$ cat src/rtl/vram_scan_reader.sv
// vram_scan_reader: framebuffer scan-out engine for the video read port of the shared
// dual-port RAM. It walks LINES x LINE_BYTES bytes from BASE_ADDR and absorbs the port's
// fixed read latency. Returned bytes are buffered in a show-ahead FIFO and streamed out
// with start-of-frame / end-of-line tags.
//
// Ports:
//   clk_i          block clock, also the RAM read-port clock
//   reset_i        synchronous active-high reset
//   frame_start_i  one-cycle pulse that (re)starts a frame fetch
//   rd_addr_o      registered RAM read address
//   rd_data_i      RAM read data, READ_LATENCY cycles after the address
//   pix_data_o     stream byte (FIFO head)
//   pix_valid_o    FIFO non-empty
//   pix_ready_i    consumer accepts on valid & ready
//   pix_sof_o      head byte is byte 0 of the frame
//   pix_eol_o      head byte is the last byte of a line
//   busy_o         fetching, reads in flight, or FIFO non-empty
//   underrun_o     consumer ready with no data while fetching
module vram_scan_reader #(
  parameter logic [15:0] BASE_ADDR    = 16'h8000,
  parameter int unsigned LINE_BYTES   = 40,
  parameter int unsigned LINES        = 240,
  parameter int unsigned READ_LATENCY = 2,
  parameter int unsigned FIFO_DEPTH   = 8
) (
  input  logic        clk_i,
  input  logic        reset_i,
  input  logic        frame_start_i,
  output logic [15:0] rd_addr_o,
  input  logic [7:0]  rd_data_i,
  output logic [7:0]  pix_data_o,
  output logic        pix_valid_o,
  input  logic        pix_ready_i,
  output logic        pix_sof_o,
  output logic        pix_eol_o,
  output logic        busy_o,
  output logic        underrun_o
);

  localparam int unsigned PtrW = $clog2(FIFO_DEPTH);
  localparam int unsigned CntW = $clog2(FIFO_DEPTH + 1);
  localparam int unsigned Rl   = READ_LATENCY;

  typedef enum logic [1:0] {StIdle, StFetch, StDone} state_e;

  state_e          state_q, state_d;
  logic [15:0]     addr_q, addr_d;
  logic [7:0]      byte_q, byte_d;
  logic [7:0]      line_q, line_d;
  logic [Rl-1:0]   vld_q, vld_d;
  logic [Rl-1:0]   sof_q, sof_d;
  logic [Rl-1:0]   eol_q, eol_d;
  logic [9:0]      mem_q [FIFO_DEPTH];
  logic [PtrW-1:0] wptr_q, rptr_q;
  logic [CntW-1:0] cnt_q;

  logic            issue, is_sof, is_eol, is_last;
  logic            push, pop, nempty;
  logic [9:0]      head;
  int unsigned     inflight;

  always_comb begin
    inflight = 0;
    for (int i = 0; i < Rl; i++) begin
      inflight += 32'(vld_q[i]);
    end
  end

  always_comb begin
    is_eol  = (byte_q == 8'(LINE_BYTES - 1));
    is_sof  = (byte_q == 8'd0) && (line_q == 8'd0);
    is_last = is_eol && (line_q == 8'(LINES - 1));
    // Credit check counts in-flight reads so returns can never overflow the FIFO.
    issue   = (state_q == StFetch) && !frame_start_i &&
              ((32'(cnt_q) + inflight) < FIFO_DEPTH);

    state_d = state_q;
    addr_d  = addr_q;
    byte_d  = byte_q;
    line_d  = line_q;
    if (frame_start_i) begin
      state_d = StFetch;
      addr_d  = BASE_ADDR;
      byte_d  = 8'd0;
      line_d  = 8'd0;
    end else if (issue) begin
      // rd_addr shows the issued address; after the last issue it parks there.
      if (is_last) begin
        state_d = StDone;
      end else begin
        addr_d = addr_q + 16'd1;
      end
      if (is_eol) begin
        byte_d = 8'd0;
        line_d = line_q + 8'd1;
      end else begin
        byte_d = byte_q + 8'd1;
      end
    end

    vld_d[0] = issue;
    sof_d[0] = is_sof;
    eol_d[0] = is_eol;
    for (int i = 1; i < Rl; i++) begin
      vld_d[i] = vld_q[i-1];
      sof_d[i] = sof_q[i-1];
      eol_d[i] = eol_q[i-1];
    end
  end

  always_ff @(posedge clk_i) begin
    if (reset_i) begin
      state_q <= StIdle;
      addr_q  <= BASE_ADDR;
      byte_q  <= 8'd0;
      line_q  <= 8'd0;
    end else begin
      state_q <= state_d;
      addr_q  <= addr_d;
      byte_q  <= byte_d;
      line_q  <= line_d;
    end
  end

  // A restart discards every outstanding return along with the buffered bytes.
  always_ff @(posedge clk_i) begin
    if (reset_i || frame_start_i) begin
      vld_q <= '0;
      sof_q <= '0;
      eol_q <= '0;
    end else begin
      vld_q <= vld_d;
      sof_q <= sof_d;
      eol_q <= eol_d;
    end
  end

  assign push   = vld_q[Rl-1];
  assign nempty = (cnt_q != '0);
  assign pop    = nempty && pix_ready_i;
  assign head   = mem_q[rptr_q];

  always_ff @(posedge clk_i) begin
    if (push) begin
      mem_q[wptr_q] <= {eol_q[Rl-1], sof_q[Rl-1], rd_data_i};
    end
  end

  always_ff @(posedge clk_i) begin
    if (reset_i || frame_start_i) begin
      wptr_q <= '0;
      rptr_q <= '0;
      cnt_q  <= '0;
    end else begin
      if (push) wptr_q <= wptr_q + PtrW'(1);
      if (pop)  rptr_q <= rptr_q + PtrW'(1);
      case ({push, pop})
        2'b10:   cnt_q <= cnt_q + CntW'(1);
        2'b01:   cnt_q <= cnt_q - CntW'(1);
        default: cnt_q <= cnt_q;
      endcase
    end
  end

  always_comb begin
    rd_addr_o   = addr_q;
    pix_valid_o = nempty;
    // Stale storage is hidden while empty so the outputs read as zero.
    pix_data_o  = nempty ? head[7:0] : 8'h00;
    pix_sof_o   = nempty && head[8];
    pix_eol_o   = nempty && head[9];
    busy_o      = (state_q == StFetch) || (inflight != 0) || nempty;
    underrun_o  = pix_ready_i && !nempty && (state_q == StFetch);
  end

endmodule

$ cat config.mk
export PLATFORM = sky130hd
export DESIGN_NAME = vram_scan_reader
export DESIGN_NICKNAME = d
export VERILOG_FILES = /design/src/rtl/vram_scan_reader.sv
export SDC_FILE = /design/constraint.sdc
export NUM_CORES = 1
export LEC_CHECK = 0
export BUFFER_PORTS_ARGS = -buffer_cell sky130_fd_sc_hd__clkbuf_2
export CORE_ASPECT_RATIO = 1.2
export CORE_MARGIN = 3
export CORE_UTILIZATION = 59
export DETAILED_ROUTE_END_ITERATION = 8
export MAX_ROUTING_LAYER = met4
export PLACE_DENSITY_LB_ADDON = 0.12
export SLEW_MARGIN = 20
export SYNTH_ARGS = -nofsm -noshare
export SYNTH_HDL_FRONTEND = slang
export SYNTH_SLANG_ARGS = --single-unit
$ cat constraint.sdc
create_clock -name clk_i -period 3.45 [get_ports clk_i]
set_clock_uncertainty 0.1 [all_clocks]
set_input_delay 0.69 -clock clk_i [delete_from_list [all_inputs] [get_ports clk_i]]
set_output_delay 0.69 -clock clk_i [all_outputs]
set_load 0.02 [all_outputs]
==> run summary <==
- 3350 uW — Design Power
- 0.864 — portion of the clock cycle consumed by the worst path in the final layout
- yes — CTS tree
- 2.19 ns — critical path data arrival time
- 0.629 — fraction of the yosys area taken by sequential cells
- 0 — fraction of synthesis flops using an asynchronous set or reset pin
- 0.470 ns — Worst Slack Setup Final
- 525 nW/um^2 — pwr dens
- 0 — total congestion overflow
- 17.0 mm — wire length of the first global-routing pass
- flip-flop — startpoint type of the worst setup path
- 0 — number of resized instances in the post-cts repair step
- 0.06 ns — clock-pin transition on the worst setup and hold timing paths
- 8840 um^2 — Core Footprint
- 0.00217 uW — Leakage Power
- 589 — FILL cells
- 0 — Fin. Hold Viols
- 133 — flop and latch count out of synthesis
- 2 — buffer levels on the longest clock path
- 0 ns — sum of negative setup slack
- 0.727 ns — worst slack at placement
- 17 — cts bufs inserted
- 491 — number of nets in the layout
- 20 — CP max FO
- 0.219 — global-route usage over all layers
- 2.66 ns — Req. time, crit path
- 0 — Inserted Diodes
- 5.60 — number of vias per cell after detailed routing
- 13.2 um^2 — mean post-synth cell area
- 0.307 — Relative slew margins
- 4 — number of iterations in the first detailed-routing pass
- 40 — port bufs
- sky130_fd_sc_hd__clkbuf_8 — root buffer selected by CTS
- 17.1 um — routed wirelength normalized by instance count
- 3460 um^2 — area taken by flip-flops and latches
- 0 — DRC violation count after routing
- 133 — number of sinks on the clock net
- 41 — Ports
- 1.04 ns — slew at the pin with the worst max-slew slack
- 0 — post-CTS repair timing setup buffer count
- output pin — type of element capturing the critical path
- 5500 um^2 — total standard cell area after synthesis
- 336 MHz — highest clock rate
- sky130_fd_sc_hd__edfxtp_1 — biggest area consumer among synthesized cells
- primary input to flip-flop — Hold/Removal Path Class
- 0.775 — RD Place Congestion
- 159 — DRC violation total after the first TritonRoute iteration
- 80 — EDFF count, synth
- 41 — maximum number of pins on one net before global-route repair
- 3372 — number of global-route vias before repair
- 2.98 ns — post-layout minimum cycle time
- 0.622 — effective utilization at floorplan
- 112 um — die span in y
- 6.33 mm — HPWL Detailed
- 0 — initial antenna violation count
- 0.52 ns — insertion delay to the later sink of the worst-skew pair
- 39 — number of different library cells in the post-synthesis netlist
- 0.437 — proportion of netlist area held by the largest area contributor
- flip-flop to output pin — crit path kind
- 0 — final-report setup violation count
- no — RSZ-0062 raised after global routing
- 37 — Cell Rows
- 0 — remaining antenna violation count after routing
- 16.0% — Synth-to-Final Area Change
- 1930 um^2 — area taken by multi-input logic gates
- 416 — cells after synthesis
- 0 — count of warnings emitted by yosys
- 10.2 mm — total wire length after detailed routing
- 0 — final count of pins violating max slew
- 441 — net count of the mapped netlist
- 3336 — vias after detailed routing
- sky130_fd_sc_hd__edfxtp_1 (44%), sky130_fd_sc_hd__dfxtp_1 (19%), sky130_fd_sc_hd__mux4_2 (8.2%) — top cells by area, synth
- 94.2 um — Die Wd
- 0.000374 V — worst IR drop on VDD
- 0 — number of buffers added to fix hold violations after cts
- 0.219 — share of post-route cells with drive strength above 1
- finished clean — status
- 0 — max capacitance violation total
- 4 — total number of H-tree levels
- 10500 um^2 — Die Outline Area
- sky130_fd_sc_hd__edfxtp_1 — dominant register cell in the synthesized netlist
cell usage after synthesis (11+ instances only):
cell,n
sky130_fd_sc_hd__xnor2_1,26
sky130_fd_sc_hd__nor3_1,14
sky130_fd_sc_hd__edfxtp_1,80
sky130_fd_sc_hd__nor2_1,63
sky130_fd_sc_hd__dfxtp_1,53
sky130_fd_sc_hd__nand3_1,17
sky130_fd_sc_hd__nor4_1,11
sky130_fd_sc_hd__ha_1,13
sky130_fd_sc_hd__inv_1,11
sky130_fd_sc_hd__nand2_1,20
sky130_fd_sc_hd__mux4_2,20
sky130_fd_sc_hd__mux2i_1,13
sequential cells by signal, summed over array words and instances, names as in the netlist, named ones only:
name,flops
sof_q,2
rd_addr_o,16
byte_q,8
eol_q,2
wptr_q,3
state_q,2
rptr_q,3
mem_q,80
vld_q,2
line_q,8
cnt_q,4
worst paths after layout:
| check | from | endpoint | cells after the start | slack [ns] |
|---|---|---|---|---|
| min reg2reg | sof_q[0]$_SDFF_PP0_ | sof_q[1]$_SDFF_PP0_ | 1 | 0.33 |
| min | reset_i | state_q[0]$_SDFFE_PP0P_ | 2 | 0.25 |
| max reg2reg | cnt_q[1]$_SDFFE_PP0P_ | cnt_q[2]$_SDFFE_PP0P_ | 10 | 0.80 |
| max | flip-flop | pix_eol_o | 5 | 0.47 |
layout by cell type, fill, tap and decap left out, types with 2 or more instances in the layout:
master,netlist,layout
sky130_fd_sc_hd__clkbuf_2,0,40
sky130_fd_sc_hd__nor4b_1,2,2
sky130_fd_sc_hd__nor3_1,14,14
sky130_fd_sc_hd__and4_1,2,2
sky130_fd_sc_hd__clkinvlp_4,0,5
sky130_fd_sc_hd__nor4_4,2,2
sky130_fd_sc_hd__buf_4,0,9
sky130_fd_sc_hd__or3_1,4,4
sky130_fd_sc_hd__xor2_1,7,7
sky130_fd_sc_hd__edfxtp_1,80,80
sky130_fd_sc_hd__dfxtp_1,53,53
sky130_fd_sc_hd__clkbuf_16,0,16
sky130_fd_sc_hd__ha_1,13,13
sky130_fd_sc_hd__clkinv_2,0,4
sky130_fd_sc_hd__nand3_1,17,17
sky130_fd_sc_hd__mux2i_1,13,13
sky130_fd_sc_hd__nand4_1,4,4
sky130_fd_sc_hd__nand2b_1,4,4
sky130_fd_sc_hd__nor4_1,11,10
sky130_fd_sc_hd__inv_1,11,11
sky130_fd_sc_hd__o21ai_0,6,6
sky130_fd_sc_hd__a21oi_1,10,10
sky130_fd_sc_hd__nand2_1,20,20
sky130_fd_sc_hd__and2_1,3,3
sky130_fd_sc_hd__nor2_1,63,62
sky130_fd_sc_hd__xnor2_1,26,26
sky130_fd_sc_hd__clkbuf_8,0,2
sky130_fd_sc_hd__mux4_2,20,20
cell families after synthesis:
logic type / after synthesis / synth area share
adders and majority gates: 13 / 0.0296
AOI/OAI and AO/OA: 21 / 0.0214
and+or+nand+nor: 154 / 0.139
xor gates and xnor gates: 33 / 0.0525
muxes: 33 / 0.106
buffers and inverters: 29 / 0.0223
DFF: 133 / 0.629
per-layer routing:
metal,track usage,vias to the layer above,share of wire
li1,-,1620,-
met1,0.268,1621,0.42
met2,0.355,87,0.52
met3,0.0568,8,0.053
met4,0.0751,0,0.010
met5,-,-,0
area by class of cell:
type / count / share of cell area
Clock buffer: 19 / 0.0676
Tap cell: 117 / 0.0229
Sequential cell: 133 / 0.542
Multi-Input combinational cell: 254 / 0.302
Timing Repair Buffer: 49 / 0.0419
Inverter: 11 / 0.00647
Clock inverter: 13 / 0.0170
stage by stage:
stage	hold slack, ns	instance area, um^2	cells	utilization
floorplan	0.306	5500	416	-
global placement	0.312	5840	564	0.661
CTS	0.228	6380	596	0.722
detailed placement	0.311	5840	564	0.661
finish	0.246	6380	596	0.722
global route	0.253	6380	596	0.722
critical path, cell delays in order, from the launching register on:
cell                       delay (ns)
sky130_fd_sc_hd__dfxtp_1         0.30
sky130_fd_sc_hd__buf_4           0.35
sky130_fd_sc_hd__mux4_2          0.56
sky130_fd_sc_hd__mux2i_1         0.22
sky130_fd_sc_hd__nor2_1          0.06
sky130_fd_sc_hd__clkbuf_2        0.15
power breakdown:
group / switching, uW / internal, uW
clock: 646 / 966
combinational: 37.1 / 14.7
sequential: 3.15 / 1680
total: 686 / 2660
Power figures use the tool's default switching activity.
